===== config.mk =====
export PLATFORM = sky130hd
export DESIGN_NAME = arm_fetch_unit_flat
export DESIGN_NICKNAME = d
export VERILOG_FILES = /design/src/rtl/arm_pkg.sv /design/src/rtl/arm_fetch_unit_if.sv /design/src/rtl/arm_next_pc.sv /design/src/rtl/arm_fetch_unit.sv /design/src/flat_wrapper.sv
export SDC_FILE = /design/constraint.sdc
export NUM_CORES = 1
export LEC_CHECK = 0
export CORE_MARGIN = 4
export CORE_UTILIZATION = 33
export DETAILED_ROUTE_END_ITERATION = 12
export GPL_ROUTABILITY_DRIVEN = 0
export PLACE_DENSITY_LB_ADDON = 0.05
export SETUP_SLACK_MARGIN = 0.1
export SLEW_MARGIN = 10
export SYNTH_ARGS = -nofsm -noshare
export SYNTH_HDL_FRONTEND = slang
export SYNTH_SLANG_ARGS = --single-unit

===== constraint.sdc =====
create_clock -name clk -period 2.5 [get_ports clk]
set_input_delay 0.625 -clock clk [delete_from_list [all_inputs] [get_ports clk]]
set_output_delay 0.625 -clock clk [all_outputs]
set_load 0.05 [all_outputs]

===== src/rtl/arm_pkg.sv =====
// Shared fetch/decode definitions: fetch FSM states, pc_in_sel encodings, reset PC.
package arm_pkg;

   typedef enum logic [2:0] {
      IDLE,
      REQ,
      EXEC,
      HALT,
      FAULT
   } fetch_state_t;

   // pc_in_sel encodings; the unused code 2'd3 behaves as PC_SEL_PLUS4
   localparam logic [1:0] PC_SEL_BRANCH = 2'd0;
   localparam logic [1:0] PC_SEL_PLUS4  = 2'd1;
   localparam logic [1:0] PC_SEL_HOLD   = 2'd2;

   localparam logic [31:0] ARM_RESET_PC = 32'h0040_0000;

endpackage


===== src/rtl/arm_fetch_unit_if.sv =====
// Instruction-memory request/response bus between the fetch unit and instruction memory.
interface arm_fetch_unit_if;

   logic        req;
   logic [31:0] addr;
   logic        rvalid;
   logic [31:0] rdata;

   modport master (output req, addr, input rvalid, rdata);
   modport slave  (input req, addr, output rvalid, rdata);

endinterface


===== src/rtl/arm_next_pc.sv =====
// Combinational next-PC selection from the decoder's pc_in_sel and the branch target.
module arm_next_pc
   import arm_pkg::*;
(
   input  logic [31:0] pc_i,
   input  logic [1:0]  pc_in_sel_i,
   input  logic [31:0] branch_addr_i,
   output logic [31:0] next_pc_o,
   output logic [31:0] pc_plus4_o
);

   // Branch targets are forced to word alignment; the low bits carry no meaning.
   logic unused_branch_low;
   assign unused_branch_low = ^branch_addr_i[1:0];

   assign pc_plus4_o = pc_i + 32'd4;

   always_comb begin
      next_pc_o = pc_plus4_o;
      case (pc_in_sel_i)
         PC_SEL_BRANCH: next_pc_o = {branch_addr_i[31:2], 2'b00};
         PC_SEL_HOLD:   next_pc_o = pc_i;
         default:       next_pc_o = pc_plus4_o;
      endcase
   end

endmodule


===== src/rtl/arm_fetch_unit.sv =====
// Instruction-fetch stage: owns the PC, fetches over req/rvalid, presents one inst per EXEC slot.
// Optional statistics counters are built when ARM_FETCH_STATS_EN is defined.
module arm_fetch_unit
   import arm_pkg::*;
#(
   parameter logic [31:0] RESET_PC = ARM_RESET_PC,
   parameter int unsigned MAX_WAIT = 16
)(
   input  logic               clk,
   input  logic               rst,
   arm_fetch_unit_if.master   imem,
   output logic [31:0]        inst_o,
   output logic               inst_valid_o,
   output logic [31:0]        pc_o,
   output logic [31:0]        pc_plus4_o,
   input  logic               ex_stall_i,
   input  logic               pc_we_i,
   input  logic [1:0]         pc_in_sel_i,
   input  logic [31:0]        branch_addr_i,
   input  logic               halted_i,
   output logic               halt_out_o,
   output logic               fetch_fault_o,
   output logic [31:0]        fetch_count_o,
   output logic [31:0]        stall_count_o
);

   // Wait counter holds 0..MAX_WAIT-1; reaching the limit on a missed cycle faults.
   localparam int WW = (MAX_WAIT < 2) ? 1 : $clog2(MAX_WAIT);
   localparam logic [WW-1:0] WAIT_LIMIT = WW'((MAX_WAIT == 0) ? 0 : MAX_WAIT - 1);

   fetch_state_t  state_q;
   logic [31:0]   pc_q;
   logic [31:0]   inst_q;
   logic          req_q;
   logic          valid_q;
   logic          halt_q;
   logic          fault_q;
   logic [WW-1:0] wait_q;
   logic [31:0]   next_pc_d;

   arm_next_pc u_next_pc (
      .pc_i          (pc_q),
      .pc_in_sel_i   (pc_in_sel_i),
      .branch_addr_i (branch_addr_i),
      .next_pc_o     (next_pc_d),
      .pc_plus4_o    (pc_plus4_o)
   );

   always_ff @(posedge clk or posedge rst) begin
      if (rst) begin
         state_q <= IDLE;
         pc_q    <= RESET_PC;
         inst_q  <= '0;
         req_q   <= 1'b0;
         valid_q <= 1'b0;
         halt_q  <= 1'b0;
         fault_q <= 1'b0;
         wait_q  <= '0;
      end else begin
         case (state_q)
            IDLE: begin
               req_q   <= 1'b1;
               wait_q  <= '0;
               state_q <= REQ;
            end
            REQ: begin
               if (imem.rvalid) begin
                  inst_q  <= imem.rdata;
                  req_q   <= 1'b0;
                  valid_q <= 1'b1;
                  state_q <= EXEC;
               end else if ((MAX_WAIT != 0) && (wait_q == WAIT_LIMIT)) begin
                  req_q   <= 1'b0;
                  fault_q <= 1'b1;
                  state_q <= FAULT;
               end else begin
                  wait_q <= wait_q + 1'b1;
               end
            end
            EXEC: begin
               // A stalled slot keeps pc and inst frozen and ignores the decoder.
               if (!ex_stall_i) begin
                  valid_q <= 1'b0;
                  if (halted_i) begin
                     halt_q  <= 1'b1;
                     state_q <= HALT;
                  end else begin
                     if (pc_we_i) begin
                        pc_q <= next_pc_d;
                     end
                     req_q   <= 1'b1;
                     wait_q  <= '0;
                     state_q <= REQ;
                  end
               end
            end
            HALT, FAULT: ;
            default: ;
         endcase
      end
   end

   assign imem.req      = req_q;
   assign imem.addr     = pc_q;
   assign inst_o        = inst_q;
   assign inst_valid_o  = valid_q;
   assign pc_o          = pc_q;
   assign halt_out_o    = halt_q;
   assign fetch_fault_o = fault_q;

`ifdef ARM_FETCH_STATS_EN
   logic [31:0] fetch_count_q;
   logic [31:0] stall_count_q;

   always_ff @(posedge clk or posedge rst) begin
      if (rst) begin
         fetch_count_q <= '0;
         stall_count_q <= '0;
      end else begin
         if ((state_q == EXEC) && !ex_stall_i && (fetch_count_q != 32'hFFFF_FFFF)) begin
            fetch_count_q <= fetch_count_q + 32'd1;
         end
         if ((state_q == REQ) && !imem.rvalid && (stall_count_q != 32'hFFFF_FFFF)) begin
            stall_count_q <= stall_count_q + 32'd1;
         end
      end
   end

   assign fetch_count_o = fetch_count_q;
   assign stall_count_o = stall_count_q;
`else
   assign fetch_count_o = '0;
   assign stall_count_o = '0;
`endif

endmodule

===== src/flat_wrapper.sv =====
// flat-port wrapper written by rule: the top's interface ports become plain ports
module arm_fetch_unit_flat import arm_pkg::*;
#(
   parameter logic [31:0] RESET_PC = ARM_RESET_PC,
   parameter int unsigned MAX_WAIT = 16
)
  (clk, rst, inst_o, inst_valid_o, pc_o, pc_plus4_o, ex_stall_i, pc_we_i, pc_in_sel_i, branch_addr_i, halted_i, halt_out_o, fetch_fault_o, fetch_count_o, stall_count_o, imem_req, imem_addr, imem_rvalid, imem_rdata);
  arm_fetch_unit_if imem_i ();
  input  logic clk;
  input  logic rst;
  output logic [31:0] inst_o;
  output logic inst_valid_o;
  output logic [31:0] pc_o;
  output logic [31:0] pc_plus4_o;
  input  logic ex_stall_i;
  input  logic pc_we_i;
  input  logic [1:0] pc_in_sel_i;
  input  logic [31:0] branch_addr_i;
  input  logic halted_i;
  output logic halt_out_o;
  output logic fetch_fault_o;
  output logic [31:0] fetch_count_o;
  output logic [31:0] stall_count_o;
  output wire logic [$bits(imem_i.req)-1:0] imem_req;
  output wire logic [$bits(imem_i.addr)-1:0] imem_addr;
  input wire logic [$bits(imem_i.rvalid)-1:0] imem_rvalid;
  input wire logic [$bits(imem_i.rdata)-1:0] imem_rdata;
  assign imem_req = imem_i.req;
  assign imem_addr = imem_i.addr;
  assign imem_i.rvalid = imem_rvalid;
  assign imem_i.rdata = imem_rdata;
  arm_fetch_unit #(.RESET_PC(RESET_PC), .MAX_WAIT(MAX_WAIT)) u_core (.clk(clk), .rst(rst), .imem(imem_i), .inst_o(inst_o), .inst_valid_o(inst_valid_o), .pc_o(pc_o), .pc_plus4_o(pc_plus4_o), .ex_stall_i(ex_stall_i), .pc_we_i(pc_we_i), .pc_in_sel_i(pc_in_sel_i), .branch_addr_i(branch_addr_i), .halted_i(halted_i), .halt_out_o(halt_out_o), .fetch_fault_o(fetch_fault_o), .fetch_count_o(fetch_count_o), .stall_count_o(stall_count_o));
endmodule

## Yosys cells after proc, flatten, opt, wreduce, memory -nomap -nowiden

Index checks and enable logic that the tools add are counted.

| operators by class | value |
|---|---|
| $add $sub $neg | 2 |
| bitwise operators | 4 |
| eq/ne operators | 10 |
| reduce and logical (&&, ||, !) cells | 12 |
| mux-type cells | 19 |

Operators with widths:

| operator | count |
|---|---|
| 32-bit case mux with 2 select lines | 1 |
| 32-bit by 3-bit adder with 32-bit output (second input constant) | 1 |
| 4-bit 2-to-1 mux | 4 |
| 4-bit case mux with 3 select lines | 1 |
| 3-bit AND reduction | 4 |
| 2-bit != test (second input constant) | 5 |
| 5-bit AND reduction | 2 |
| 3-bit 2-to-1 mux | 3 |
| 3-bit case mux with 3 select lines | 1 |
| 1-bit 2-to-1 mux | 6 |
| 4-bit by 1-bit adder with 4-bit output (second input constant) | 1 |
| 4-bit equality test (second input constant) | 1 |
| 1-bit inverter | 4 |
| 4-bit AND reduction | 1 |
| 3-bit by 1-bit equality test with 1-bit output (second input constant) | 1 |
| 3-bit by 2-bit equality test with 1-bit output (second input constant) | 1 |
| 3-bit zero test | 1 |
| 3-bit by 2-bit != test with 1-bit output (second input constant) | 1 |
| 1-bit case mux with 3 select lines | 1 |
| 3-bit nonzero test | 1 |
| 2-bit equality test (second input constant) | 1 |
| 2-bit zero test | 1 |
| 2-bit 2-to-1 mux | 1 |
| 1-bit case mux with 2 select lines | 1 |
| 2 further kinds | 2 |

| storage, ports and cells | value |
|---|---|
| output and inout port bits | 196 |
| register bits after elaboration | 75 |

## Logic depth before layout (Yosys ltp)

Gate-level depths: netlist of the first run.

| depth | value |
|---|---|
| depth after elaboration | 4 |
| mapped depth | 7 |
| mapped depth without buffers | 5 |

## By module

A second synthesis of the first run with hierarchy kept.

| second synthesis, totals | value |
|---|---|
| cell total of the unflattened synthesis | 530 |
| area total of the unflattened synthesis | 5335.1 µm² |

Modules (own cells, without submodules):

| module | area each (µm²) | cells an instance | instances | seq. area each (µm²) |
|---|---|---|---|---|
| arm_fetch_unit | 3867.5 | 293 | 1 | 1878.1 |
| arm_next_pc | 1467.7 | 237 | 1 | 0.0 |

## Least setup slack after synthesis of the first run

No wires, ideal clock.

| timing | value |
|---|---|
| path kind | reg-to-output |
| start | reg u_core.pc_q[9] (netlist: u_core.imem.addr[9]) |
| end | out pc_plus4_o[30] |
| path slack | -0.786 ns |
| arrival time | 2.661 ns |
| stages on the path, launching flop included | 5 |
| buffers on the path | 0 |
| cells stage by stage | dfrtp_1 > nand3_1 > nor4_1 > and2_1 > xor2_1 |

| on the way | value |
|---|---|
| word-level cells in the longest chain between the ends | 1 |

Ends and longest elaborated chain:

| what | line | text |
|---|---|---|
| from (decl) | arm_fetch_unit.sv:32 | `logic [31:0] pc_q;` |
| from (signal assigned) | arm_fetch_unit.sv:89 | `pc_q <= next_pc_d;` |
| 32-bit by 3-bit adder with 32-bit output | arm_next_pc.sv:16 | `assign pc_plus4_o = pc_i + 32'd4;` |
| to (decl) | flat_wrapper.sv:14 | `output logic [31:0] pc_plus4_o;` |

Every way passes these cells.

## Worst setup path after layout of the first run

| timing | value |
|---|---|
| start | reg u_core.pc_q[22] (netlist: u_core.imem.addr[22]) |
| end | out pc_plus4_o[23] |

Same word-level chain as after synthesis.

==> flow_summary_export.csv, run 1 <==
group,metric,value,unit
grt,gr-total-overflow,0,
power,irDropWorstVdd,0.277,mV
sta,slew_headroom,62.4,%
synthesis,synth_warnings,0,
grt,grt_pass1_vias,4880,
cts,clk_pin_slew_worst_paths,60,ps
route,num_vias,4671,
route,vias_per_cell,4.92,
synthesis,synth-edff-count,0,
synthesis,synth_ff_type,"dfrtp_1",
grt,grt_max_degree,74,
route,first_iter_violations,278,
synthesis,syn_area,4940,sq um
worst_setup_path,slowest_stage,"dfstp_4",
synthesis,ys_types,59,
floorplanning,fp.coreArea,14600,sq um
sta,finalCritPeriodShare,108,%
cts,cts_hold_buf,0,
place,dp_worst_setup_slack,-143,ps
worst_hold_path,hold_path.class,"reg -> reg",
final_layout,mostFrequentLayoutCell,"clkdlybuf4s50_1",
sta,hold_viol_final,0,
final_layout,area_growth,71.6,%
route,drc,0,
final_layout,drive_above_1_share,34.0,%
synthesis,synth.area.top_cells,"dfrtp_1 36%, buf_4 15%, mux2_2 7.5%",
cts,cts_tree,"done",
grt,grt_pass1_wl,24800,um
worst_setup_path,path_class,"reg -> out",
worst_setup_path,startpoint,"u_core.imem.addr[22]$_DFFE_PP1P_",
run,drv_cap,0,
synthesis,synth_cells,529,
power,finalPower,2.83,mW
run_status,violations,"setup timing",
route,wire_per_inst,16.7,um
synthesis,yosys.area.top_type,"dfrtp_1",
sta,layout_min_cycle_time,2710,ps
route,ant_nets,0,
sta,worstMarginPinSlew,563,ps
synthesis,syn_area_per_cell,9.34,sq um
worst_setup_path,r2r-end,"u_core.imem.addr[23]$_DFFE_PP0P_",
grt,grt_usage,18.5,%
power,power.density,334,nW/um^2
place,dp.final_hpwl,11800,um
worst_setup_path,path_cells,"and4_4 > buf_6 > nand4_1 > nor2_4 > xor2_4 > buf_12",
cts,clk_latency,340,ps
final_layout,fin_util,58.1,%
floorplanning,io_pins,268,
sta,slew_violations,0,
cts,cts_made_buffers,9,
run_status,status,"finished, violations left",
worst_setup_path,crit_path_end,"pc_plus4_o[23]",
place,io_buffers,195,
worst_setup_path,crit_path_max_incr_delay,610,ps
worst_setup_path,worstSetupEndpointType,"output port",
worst_setup_path,arrival,2080,ps
synthesis,synth_top_area_share,36.5,%
synthesis,yosysSeqAreaShare,37.0,%
sta,worst_slack,-205,ps
sta,max_freq,370,MHz
final_layout,antenna_cells,0,
sta,rsz0062_at_grt,"yes",
final_layout,nNetsFinal,834,
route,dr.pass1.iters,5,
floorplanning,fp.dieW,130,um
floorplanning,rows,44,
floorplanning,die_y,130,um
final_layout,final_cell_mix,"145 x clkdlybuf4s50_1, 74 x buf_4, 70 x conb_1, 48 x dfrtp_1, 38 x nand2_1",
sta,finalSetupViolCount,16,
sta,fin_skew,5.87,ps
cts,cts_buffer_depth,2,
worst_setup_path,reg2reg_slack,440,ps
floorplanning,initial_core_util,33.9,%
floorplanning,die_area,17000,sq um
worst_setup_path,required,1880,ps
worst_setup_path,r2r_cells,6,
grt,grt_antenna_before_repair,0,
cts,htreeDepth,3,
worst_hold_path,holdCritStartpoint,"u_core.fetch_fault_o$_DFFE_PP0P_",
worst_setup_path,worstPathMaxFanout,4,
power,power.leakage,3.92,nW
worst_setup_path,r2r-start,"u_core.imem.addr[22]$_DFFE_PP1P_",
worst_setup_path,cp-start-kind,"register",
synthesis,synth-seq-cells,73,
cts,numClockSinks,73,
cts,ctsRootBufferMaster,"clkbuf_16",
route,drt_wl_total,15900,um
synthesis,async_flop_share,100,%
## report_power, final
group,internal (mW),switching (mW)
clock,0.724,0.512
combinational,0.111,0.301
sequential,1.18,0.000865
total,2.02,0.814
## cell usage after synthesis, types with 2 or more instances
| cell type | count |
|---|---|
| or4b_1 | 2 |
| ha_1 | 2 |
| buf_2 | 10 |
| dfrtp_1 | 72 |
| mux2i_1 | 9 |
| o22ai_1 | 8 |
| nand3b_1 | 2 |
| mux2_2 | 33 |
| a31oi_1 | 3 |
| nor3_1 | 7 |
| xnor2_1 | 21 |
| a211o_1 | 2 |
| o211ai_1 | 8 |
| inv_1 | 7 |
| and2_1 | 10 |
| o2bb2ai_1 | 2 |
| and4_1 | 6 |
| nand4_1 | 21 |
| a21oi_1 | 10 |
| nand2_1 | 43 |
| nor2_1 | 27 |
| o21ai_1 | 2 |
| a2bb2oi_1 | 8 |
| or4_1 | 2 |
| a22oi_1 | 5 |
| o21a_1 | 2 |
| o21ai_0 | 13 |
| and3_1 | 7 |
| or2_2 | 4 |
| o311ai_0 | 8 |
| buf_4 | 101 |
| or3_1 | 5 |
| xor2_1 | 5 |
| clkbuf_1 | 18 |
| nand3_1 | 20 |
## logic make-up after synthesis
kind of cell / share of synthesized area [%]
DFF: 37.0
xor gates and xnor gates: 4.61
and+or+nand+nor: 17.8
muxes: 9.34
other: 0.0759
adders and majority gates: 0.506
AOI/OAI and AO/OA: 12.1
buffers and inverters: 18.6
## layer usage
| layer | track usage [%] | vias to the layer above | part of all wire, % | wire length (um) |
|---|---|---|---|---|
| met5 | 0 | - | 0 | 0 |
| met4 | 8.59 | 0 | 2.4 | 376 |
| met3 | 7.24 | 31 | 11 | 1670 |
| met2 | 29.7 | 199 | 48 | 7690 |
| met1 | 21.9 | 2252 | 39 | 6120 |
| li1 | - | 2189 | - | - |
## worst max-delay path, delay by kind of cell (launching register included)
family | cells | cell delay, ps
XOR/XNOR | 1 | 180
AND/OR/NAND/NOR | 3 | 680
buffers and inverters | 2 | 270
flip-flops | 1 | 610
## layout make-up
cell class                 count  area, sq um
tap                          184          230
multi-input combinational    387         3100
timing repair buffer         282         2970
inverter                       7         33.8
clock inverter                 4         27.5
sequential                    73         1860
fill                        1225         6110
clock buffer                  12          256
## flip-flops by register name (all words and copies together), names as in the netlist
name                  count
u_core.fetch_fault_o      1
u_core.halt_out_o         1
u_core.imem.addr         30
u_core.imem.req           1
u_core.inst_o            32
u_core.inst_valid_o       1
u_core.state_q            3
u_core.wait_q             4
## repair_timing
action	in CTS	in global routing
resized for setup	48	27
setup buffers	30	6
cloned	0	0
endpoints found under the setup margin	28	39
pin swaps	36	16
## how the worst min path moves through the flow
stage | slack [ps] | cells after the start | to
2_1_floorplan | 480 | 1 | u_core.wait_q[0]$_DFFE_PP0P_
3_3_place_gp | 450 | 1 | u_core.fetch_fault_o$_DFFE_PP0P_
3_5_place_dp | 450 | 1 | u_core.fetch_fault_o$_DFFE_PP0P_
4_1_cts | 480 | 1 | u_core.fetch_fault_o$_DFFE_PP0P_
5_1_grt | 500 | 1 | u_core.fetch_fault_o$_DFFE_PP0P_
6_report | 480 | 1 | u_core.fetch_fault_o$_DFFE_PP0P_
## stage by stage
stage          std cells  hold WS (ps)  setup TNS (ps)  area, sq um
6_report             949           483           -1720         8480
5_1_grt              949           496           -3210         8480
4_1_cts              943           476           -1900         8340
3_5_place_dp         897           453            -703         7650
3_3_place_gp         897           453            -277         7650
2_1_floorplan        598           478           -1510         5770
(Power assumes the default switching activity.)
==> run 2: changes to the inputs <==
CORE_ASPECT_RATIO = 0.7   (was not set)
CTS_BUF_LIST = sky130_fd_sc_hd__clkbuf_16   (was not set)
==> flow_summary_export.csv, run 2 (synthesis results as in run 1) <==
group,metric,value,unit
worst_setup_path,cp-start-kind,"register",
worst_setup_path,worstPathMaxFanout,5,
floorplanning,fp.dieW,154,um
cts,cts_made_buffers,9,
worst_setup_path,r2r_cells,6,
grt,gr-total-overflow,0,
final_layout,final_cell_mix,"145 x clkdlybuf4s50_1, 80 x buf_4, 70 x conb_1, 48 x dfrtp_1, 38 x nand2_1",
power,switching_share,28.4,%
final_layout,area_growth,74.3,%
sta,rsz0062_at_grt,"yes",
cts,clk_pin_slew_worst_paths,60,ps
final_layout,final_cells,971,
sta,slew_violations,0,
route,topRoutingLayerUsed,"met4",
floorplanning,die_area,17000,sq um
worst_setup_path,crit_family,"simple AND/OR/NAND/NOR gates",
power,comb_power_share,14.5,%
floorplanning,io_pins,268,
sta,layout_min_cycle_time,2730,ps
worst_setup_path,worstSetupEndpointType,"output port",
final_layout,nNetsFinal,845,
cts,clk_latency,330,ps
sta,timing.setup.tns,-1630,ps
power,power.leakage,3.96,nW
route,first_iter_violations,255,
route,wl_met1,7120,um
worst_setup_path,arrival,2110,ps
route,drt_wl_total,16600,um
worst_setup_path,path_cells,"and4_4 > nand4_1 > or3_4 > xnor2_4 > buf_12",
worst_setup_path,reg2reg_slack,520,ps
worst_setup_path,crit_path_max_incr_delay,620,ps
power,power.internal,2.06,mW
final_layout,antenna_cells,0,
sta,timing.hold.ws,473,ps
worst_setup_path,path_class,"reg -> out",
route,drc,0,
floorplanning,rows,37,
sta,slew_headroom,64.5,%
grt,grt_max_degree,44,
route,dr_wl_met2,7690,um
sta,finalCritPeriodShare,109,%
grt,grt_pass1_wl,25800,um
sta,worst_slack,-230,ps
grt,grt_usage,19.2,%
worst_setup_path,crit_buf_inv,1,
place,placedInstanceArea,7730,sq um
route,dr.pass1.iters,5,
route,num_vias,4675,
route,vias_per_cell,4.81,
worst_setup_path,r2r-start,"u_core.state_q[0]$_DFFE_PP0P_",
worst_setup_path,r2r-end,"u_core.imem.addr[19]$_DFFE_PP0P_",
grt,grt_pass1_vias,4702,
grt,grt_antenna_before_repair,0,
power,seq_power_share,41.1,%
final_layout,largest_reg_flops,32,
worst_hold_path,hold_end,"u_core.fetch_fault_o$_DFFE_PP0P_",
power,power.density,334,nW/um^2
place,dp.final_hpwl,12600,um
sta,finalSetupViolCount,14,
floorplanning,initial_core_util,33.7,%
worst_setup_path,required,1880,ps
worst_setup_path,slowest_stage,"dfstp_4",
cts,cts_tree,"done",
floorplanning,fp.coreArea,14700,sq um
worst_hold_path,hold_path_depth,1,
sta,max_freq,366,MHz
run_status,status,"finished, violations left",
place,io_buffers,195,
route,wire_per_inst,17.1,um
sta,worstMarginPinSlew,531,ps
cts,htreeDepth,3,
worst_hold_path,hold_path.class,"reg -> reg",
final_layout,drive_above_1_share,34.9,%
run,drv_cap,0,
final_layout,mostFrequentLayoutCell,"clkdlybuf4s50_1",
power,irDropWorstVdd,0.326,mV
route,wl_met3,1610,um
route,ant_nets,0,
floorplanning,die_y,110,um
cts,cts_buffer_depth,2,
power,p_sw,819,uW
place,dp_cells,914,
sta,hold_viol_final,0,
sta,fin_skew,6.13,ps
final_layout,final_area,8620,sq um
power,power_frac_clock,44.4,%
cts,numClockSinks,73,
cts,ctsRootBufferMaster,"clkbuf_16",
worst_hold_path,holdCritStartpoint,"u_core.fetch_fault_o$_DFFE_PP0P_",
run_status,violations,"setup timing",
## run 2: what timing repair did
action | CTS | global route
resized for setup | 53 | 29
endpoints found under the setup margin | 29 | 29
buffers inserted | 24 | 17
pin swaps | 26 | 23
hold buffers | 0 | 0
## run 2: worst register-to-register path, cell delays in order, from the launching register on
cell and delay [ps]:
dfrtp_1 420, or3_1 400, buf_4 160, a211oi_4 240, buf_12 200, mux2_2 350
o311ai_0 80
## run 2: layer usage
metal	track usage, %	vias up
li1	-	2201
met1	26.2	2232
met2	31.8	230
met3	4.29	12
met4	4.16	0
met5	0	-
## run 2: power by group through the flow
stage / Sequential, mW / Combinational, mW / Clock (mW)
2_1_floorplan: 1.20 / 0.361 / 0
3_3_place_gp: 1.20 / 0.413 / 0
3_5_place_dp: 1.20 / 0.416 / 0
4_1_cts: 1.18 / 0.417 / 1.31
5_1_grt: 1.18 / 0.442 / 1.36
6_report: 1.18 / 0.417 / 1.28
## run 2: layout make-up
type | instances | area, sq um
Clock inverter | 7 | 63.8
Tap cell | 195 | 244
Clock buffer | 9 | 225
Inverter | 7 | 30.0
Fill cell | 1236 | 6060
Multi-Input combinational cell | 387 | 3120
Timing Repair Buffer | 293 | 3070
Sequential cell | 73 | 1860
## run 2: through the flow
stage               util [%]  power (mW)  worst slack, ps
floorplan                  -        1.57             -258
global placement        52.7        1.62            -44.4
detailed placement      52.7        1.62             -110
CTS                     57.0        2.91             -225
global route            58.7        2.98             -302
finish                  58.7        2.88             -230
## run 2: worst max path at each step
stage | start | endpoint | slack, ps | cells past startpoint
floorplan | u_core.imem.addr[3]$_DFFE_PP0P_ | pc_plus4_o[18] | -260 | 6
global placement | ex_stall_i | u_core.imem.addr[19]$_DFFE_PP0P_ | -40 | 7
detailed placement | ex_stall_i | u_core.imem.addr[19]$_DFFE_PP0P_ | -110 | 7
CTS | u_core.imem.addr[22]$_DFFE_PP1P_ | pc_plus4_o[31] | -230 | 5
global route | u_core.imem.addr[3]$_DFFE_PP0P_ | pc_plus4_o[29] | -300 | 8
finish | u_core.imem.addr[22]$_DFFE_PP1P_ | pc_plus4_o[31] | -230 | 5
